[src/rtl/iter_alu.sv]
// Iterative shift/add/sub ALU that shifts one bit per clock, with zero and signed-overflow flags.
// Latency: result visible after the accept edge for ADD/SUB/illegal/shamt=0, or eff_shamt edges later for shifts.
// Backpressure: the result is held in DONE until out_ready; in_ready is low whenever a request is in flight.
//
// Optional feature macro: ITER_ALU_MUL_EN. When defined, op 101 runs an unsigned shift-add multiply
// over WIDTH iterations. When undefined, op 101 is treated as an illegal op.
//
// Ports:
//   clk, reset              rising-edge clock, asynchronous active-high reset
//   in_valid/in_ready       request handshake (in_ready = IDLE and not in reset)
//   in_a, in_b, in_shamt    operands and shift amount, sampled only at accept
//   op                      000 SRA, 001 SRL, 010 SUB, 011 ADD, 100 SLL, 101 MUL/illegal, 11x illegal
//   out_valid/out_ready     result handshake
//   out_ans, out_zero,      result, result==0, signed overflow (ADD/SUB; MUL upper-half non-zero)
//   out_ovf
//   busy                    state != IDLE
module iter_alu #(
  parameter int WIDTH   = 8,
  parameter int SHAMT_W = 3
) (
  input  logic               clk,
  input  logic               reset,
  input  logic               in_valid,
  output logic               in_ready,
  input  logic [WIDTH-1:0]   in_a,
  input  logic [WIDTH-1:0]   in_b,
  input  logic [SHAMT_W-1:0] in_shamt,
  input  logic [2:0]         op,
  output logic               out_valid,
  input  logic               out_ready,
  output logic [WIDTH-1:0]   out_ans,
  output logic               out_zero,
  output logic               out_ovf,
  output logic               busy
);

  localparam int MSB   = WIDTH - 1;
  localparam int CNT_W = $clog2(WIDTH + 1);
  // Common width for comparing the shift amount against WIDTH without truncating either side.
  localparam int EXT_W = (SHAMT_W > CNT_W) ? SHAMT_W : CNT_W;

  localparam logic [2:0] OP_SRA = 3'b000;
  localparam logic [2:0] OP_SRL = 3'b001;
  localparam logic [2:0] OP_SUB = 3'b010;
  localparam logic [2:0] OP_ADD = 3'b011;
  localparam logic [2:0] OP_SLL = 3'b100;
`ifdef ITER_ALU_MUL_EN
  localparam logic [2:0] OP_MUL = 3'b101;
`endif

  typedef enum logic [1:0] {
    IDLE,
    SHIFT,
    DONE
`ifdef ITER_ALU_MUL_EN
    ,
    MUL
`endif
  } stateT;

  stateT            state;
  logic [CNT_W-1:0] cnt;
  logic [WIDTH-1:0] workReg;
  logic [2:0]       opReg;
  logic             outValid;
  logic [WIDTH-1:0] outAns;
  logic             outZero;
  logic             outOvf;

`ifdef ITER_ALU_MUL_EN
  logic [2*WIDTH-1:0] mulAcc;
  logic [2*WIDTH-1:0] mulCand;
  logic [WIDTH-1:0]   mulPlier;
  logic [2*WIDTH-1:0] mulAccNext;
`endif

  // Effective shift amount, saturated at WIDTH.
  logic [EXT_W-1:0] shamtExt;
  logic [CNT_W-1:0] effShamt;

  assign shamtExt = EXT_W'(in_shamt);
  assign effShamt = (shamtExt > EXT_W'(WIDTH)) ? CNT_W'(WIDTH) : CNT_W'(shamtExt);

  // Single-cycle arithmetic on the live inputs; only consumed on the accept edge.
  logic [WIDTH-1:0] sumVal;
  logic [WIDTH-1:0] diffVal;
  logic             addOvf;
  logic             subOvf;
  logic             isShift;

  assign sumVal  = in_a + in_b;
  assign diffVal = in_a - in_b;
  assign addOvf  = (in_a[MSB] == in_b[MSB]) && (sumVal[MSB] != in_a[MSB]);
  assign subOvf  = (in_a[MSB] != in_b[MSB]) && (diffVal[MSB] != in_a[MSB]);
  assign isShift = (op == OP_SRA) || (op == OP_SRL) || (op == OP_SLL);

  // Result for everything that completes on the accept edge. A shift only lands
  // here when its amount is zero, so it passes in_a through unchanged.
  logic [WIDTH-1:0] immAns;
  logic             immOvf;

  always_comb begin
    immAns = '0;
    immOvf = 1'b0;
    case (op)
      OP_SUB: begin
        immAns = diffVal;
        immOvf = subOvf;
      end
      OP_ADD: begin
        immAns = sumVal;
        immOvf = addOvf;
      end
      OP_SRA, OP_SRL, OP_SLL: immAns = in_a;
      default: immAns = '0;
    endcase
  end

  // One-bit step of the working register for the latched shift op.
  logic [WIDTH-1:0] shiftNext;

  always_comb begin
    shiftNext = '0;
    case (opReg)
      OP_SRA:  shiftNext = {workReg[MSB], workReg[MSB:1]};
      OP_SLL:  shiftNext = {workReg[MSB-1:0], 1'b0};
      default: shiftNext = {1'b0, workReg[MSB:1]};
    endcase
  end

`ifdef ITER_ALU_MUL_EN
  assign mulAccNext = mulAcc + (mulPlier[0] ? mulCand : '0);
`endif

  always_ff @(posedge clk or posedge reset) begin
    if (reset) begin
      state    <= IDLE;
      cnt      <= '0;
      workReg  <= '0;
      opReg    <= '0;
      outValid <= 1'b0;
      outAns   <= '0;
      outZero  <= 1'b0;
      outOvf   <= 1'b0;
`ifdef ITER_ALU_MUL_EN
      mulAcc   <= '0;
      mulCand  <= '0;
      mulPlier <= '0;
`endif
    end else begin
      case (state)
        IDLE: begin
          if (in_valid) begin
            opReg   <= op;
            workReg <= in_a;
            if (isShift && (effShamt != '0)) begin
              state <= SHIFT;
              cnt   <= effShamt;
            end
`ifdef ITER_ALU_MUL_EN
            else if (op == OP_MUL) begin
              state    <= MUL;
              cnt      <= CNT_W'(WIDTH);
              mulAcc   <= '0;
              mulCand  <= {{WIDTH{1'b0}}, in_a};
              mulPlier <= in_b;
            end
`endif
            else begin
              state    <= DONE;
              outValid <= 1'b1;
              outAns   <= immAns;
              outZero  <= (immAns == '0);
              outOvf   <= immOvf;
            end
          end
        end

        SHIFT: begin
          workReg <= shiftNext;
          cnt     <= cnt - CNT_W'(1);
          // The last step's value goes straight to the output so DONE is reached on this edge.
          if (cnt == CNT_W'(1)) begin
            state    <= DONE;
            outValid <= 1'b1;
            outAns   <= shiftNext;
            outZero  <= (shiftNext == '0);
            outOvf   <= 1'b0;
          end
        end

`ifdef ITER_ALU_MUL_EN
        MUL: begin
          mulAcc   <= mulAccNext;
          mulCand  <= mulCand << 1;
          mulPlier <= mulPlier >> 1;
          cnt      <= cnt - CNT_W'(1);
          if (cnt == CNT_W'(1)) begin
            state    <= DONE;
            outValid <= 1'b1;
            outAns   <= mulAccNext[WIDTH-1:0];
            outZero  <= (mulAccNext[WIDTH-1:0] == '0);
            outOvf   <= |mulAccNext[2*WIDTH-1:WIDTH];
          end
        end
`endif

        DONE: begin
          if (out_ready) begin
            state    <= IDLE;
            outValid <= 1'b0;
          end
        end

        default: state <= IDLE;
      endcase
    end
  end

  assign in_ready  = (state == IDLE) && !reset;
  assign busy      = (state != IDLE);
  assign out_valid = outValid;
  assign out_ans   = outAns;
  assign out_zero  = outZero;
  assign out_ovf   = outOvf;

endmodule

[config.mk]
export PLATFORM = sky130hd
export DESIGN_NAME = iter_alu
export DESIGN_NICKNAME = d
export VERILOG_FILES = /design/src/rtl/iter_alu.sv
export SDC_FILE = /design/constraint.sdc
export NUM_CORES = 1
export LEC_CHECK = 0
export BUFFER_PORTS_ARGS = -buffer_cell sky130_fd_sc_hd__buf_2
export CAP_MARGIN = 0
export CORE_MARGIN = 2
export CORE_UTILIZATION = 62
export CTS_CLUSTER_DIAMETER = 100
export DETAILED_ROUTE_END_ITERATION = 8
export PLACE_DENSITY = 0.86
export RECOVER_POWER = 50
export SYNTH_ARGS = -nofsm -noshare
export SYNTH_HDL_FRONTEND = slang
export SYNTH_SLANG_ARGS = --single-unit
[constraint.sdc]
create_clock -name clk -period 2.8 [get_ports clk]
set_clock_uncertainty 0.15 [all_clocks]
set_input_delay 0.56 -clock clk [delete_from_list [all_inputs] [get_ports clk]]
set_output_delay 0.56 -clock clk [all_outputs]
set_load 0.01 [all_outputs]
==> results by group <==
Outcome
  • Status: complete, no violations

Synth
  • Area leader, netlist: dfrtp_1
  • Cells after Synth: 299
  • Synthesized flop and latch total: 28
  • Area share of the largest cell type after synthesis: 0.289
  • Yosys synthesis warning count: 0
  • Main synth FF type: dfrtp_1
  • Syn nets: 343
  • Mapped Avg Cell Area: 8.11 um^2
  • Top post-synthesis cells by count: nand2_1 (36), dfrtp_1 (28), nor2_1 (22)
  • Area contributors post-synth: dfrtp_1 (29%), ha_1 (8.3%), nand2_1 (5.6%)
  • Post-Syn Area: 2420 um^2
  • Post-synth EDFFs: 0
  • Count leader, synth: nand2_1
  • Fraction of registers with async set/reset: 1.00
  • Seq/Total Area, Yosys: 0.289
  • Count of different cell masters after synthesis: 54

Timing
  • FMAX: 375 MHz
  • Least-Margin Pin Slew: 0.885 ns
  • Period utilisation layout: 0.951
  • Final Max Slew Viols: 0
  • Slew HR: 0.410
  • Hold Fails Final Rpt: 0
  • RSZ-0062 raised after global routing: false
  • Setup violators final: 0
  • Tmin final: 2.66 ns

Die
  • Die Width: 66.5 um
  • Die Y: 66.5 um
  • Io pins: 39
  • Core Footprint: 3720 um^2
  • # rows: 22
  • Die ar.: 4430 um^2
  • Starting Density: 0.653

Global routing
  • Largest net degree at the start of global routing: 20
  • Number of global-route vias before repair: 2287
  • Global-route usage over all layers: 0.291
  • GR Overflow Total: 0
  • First-pass GRT wire length: 9960 um
  • Initial antenna violation count: 0

Setup path
  • Critical Path AT: 2.70 ns
  • Critical Path Start Type: input port
  • Reg2Reg Capture Point: out_zero$_DFFE_PP0P_
  • Worst Setup End Kind: flop
  • WS Path Type: in2reg
  • WP data required: 2.83 ns
  • Worst reg2reg path depth: 7
  • CP max-delay cell: ha_2
  • Crit-path max FO: 10
  • Worst R2R Start: state[0]$_DFFE_PP0P_
  • Slowest stage delay, CP: 0.41 ns
  • Reg2reg setup slack: 0.54 ns
  • Crit-path cells: buf_2 > inv_1 > ha_2 > nor2b_1 > o21ai_0 > a21oi_1 > a311o_1 > xnor2_2 > a221o_1 > o41ai_2

Cells and area
  • Post-layout net count: 390
  • Layout cells sized above 1: 0.197
  • Layout Cells excl Fill: 393
  • Final core occ: 0.762
  • Area Overhead vs Synth: 16.7%
  • ANT cells: 0

Clock network
  • Htree depth: 1
  • CTS Root Cell: clkbuf_8
  • Resized cells post-CTS: 0
  • Hold buffers post-CTS: 0
  • Buffers inserted by post-CTS timing repair: 0
  • TritonCTS clock tree: yes
  • Clock Path Buffers: 2
  • Clk Latency, worst-skew pair: 0.29 ns
  • CTS sink count: 28
  • Clock-pin transition on the worst setup and hold timing paths: 0.10 ns
  • Cts bufs inserted: 3

Power and ir drop
  • Sequential power share: 0.360
  • Leak: 1.34 nW
  • Cell Int Power: 0.00124 W
  • Sw Pwr: 0.000952 W
  • PD cells: 775 nW/um^2
  • Worst IR Drop VDD: 331 uV
  • Switching share of power: 0.434
  • Combinational fraction of design power: 0.492
  • Clock Power Share: 0.148

Placed design
  • Dpl hpwl: 4630 um
  • Port Buffers: 38
  • GPL Wtd Cong: 0.943
  • Post-Place Cells: 389

Run
  • Max-cap violations: 0

Drt
  • DRC Markers: 0
  • Antenna viol nets, final: 0
  • Post-Route WL: 6020 um
  • 1st-pass router iterations: 4
  • Routed WL per cell: 15.3 um
  • Drt via density: 6.19
  • Iteration-0 DRC Markers: 238
  • Vias: 2432

Hold path
  • Min-Delay Path Class: in2async
## worst max-delay path: cells and delay by family
family | cells | cell delay (ns)
buffers and inverters | 2 | 0.13
and+or+nand+nor | 1 | 0.07
xor gates and xnor gates | 1 | 0.16
adders and majority gates | 1 | 0.41
AOI/OAI and AO/OA | 5 | 1.36
## layer usage
metal	track usage	up-vias	routed length, um
li1	-	1174	-
met1	0.362	1144	2460
met2	0.529	101	3060
met3	0.0203	13	369
met4	0.102	0	131
met5	0	-	0
## registers in the layout (all words and copies together) (netlist names)
register,flops
state,2
out_valid,1
workReg,8
opReg,3
out_zero,1
out_ovf,1
out_ans,8
cnt,4
## worst max-delay path by stage
| stage | from | endpoint | slack [ns] | depth (start not counted) |
|---|---|---|---|---|
| 2_1_floorplan | in_a[0] | out_zero$_DFFE_PP0P_ | 0.08 | 9 |
| 3_3_place_gp | in_a[0] | out_zero$_DFFE_PP0P_ | -0.12 | 10 |
| 3_5_place_dp | in_a[0] | out_zero$_DFFE_PP0P_ | -0.21 | 10 |
| 4_1_cts | in_a[0] | out_zero$_DFFE_PP0P_ | 0.08 | 10 |
| 5_1_grt | in_b[1] | out_zero$_DFFE_PP0P_ | 0.004 | 10 |
| 6_report | in_b[4] | out_zero$_DFFE_PP0P_ | 0.14 | 10 |
## metrics by stage
step	instance area (um^2)	total power [W]	setup slack [ns]	hold slack (ns)	setup TNS [ns]
6_report	2830	0.00219	0.137	0.118	0
5_1_grt	2830	0.00236	0.00376	0.169	0
4_1_cts	2810	0.00218	0.0781	0.144	0
3_5_place_dp	2730	0.00185	-0.206	0.312	-0.214
3_3_place_gp	2730	0.00180	-0.119	0.306	-0.119
2_1_floorplan	2420	0.00150	0.0826	0.301	0
## cell type report
class | count | area (um^2)
inverters | 23 | 86.3
flip-flops and latches | 28 | 701
clock inverters | 1 | 30.0
fillers | 286 | 886
well taps | 48 | 60.1
clock buffers | 3 | 41.3
multi-input cells | 231 | 1580
repair buffers | 59 | 337
## cells in the final DEF, fill, tap and decap left out, drive strengths merged, types with 3 or more instances in the layout
cell type  synthesis  final
a31oi              5      5
nand2b             5      5
nand3              6      6
a32oi              4      4
inv               21     21
mux2i              4      4
nor3               5      5
and3               6      6
dfrtp             28     28
nor3b              5      5
a21oi             19     19
o31ai              5      5
nand2             36     36
buf                7     52
a221oi             5      5
o22a               7      7
ha                16     16
xnor2              5      5
o21ai             21     21
clkbuf            10     10
xor2               3      3
nor2b              6      6
o211ai             4      4
nor2              22     22
o22ai              7      7
a211oi             3      3
## kinds of logic after synthesis
logic type,Yosys count,synth area share
compound gates,96,0.271
xor+xnor,8,0.0289
fa+ha+maj,18,0.0991
buf+inv,40,0.0764
flops,28,0.289
mux,6,0.0258
simple gates,103,0.210
## power groups by stage
stage | Combinational (W) | Clock [W] | Sequential (W)
after floorplan | 0.000752 | 0 | 0.000748
after global placement | 0.00103 | 0 | 0.000777
after detailed placement | 0.00106 | 0 | 0.000784
after CTS | 0.00107 | 0.000324 | 0.000782
after global routing | 0.00120 | 0.000340 | 0.000812
final | 0.00108 | 0.000325 | 0.000790
No activity file was read; power rests on OpenSTA's default activity.
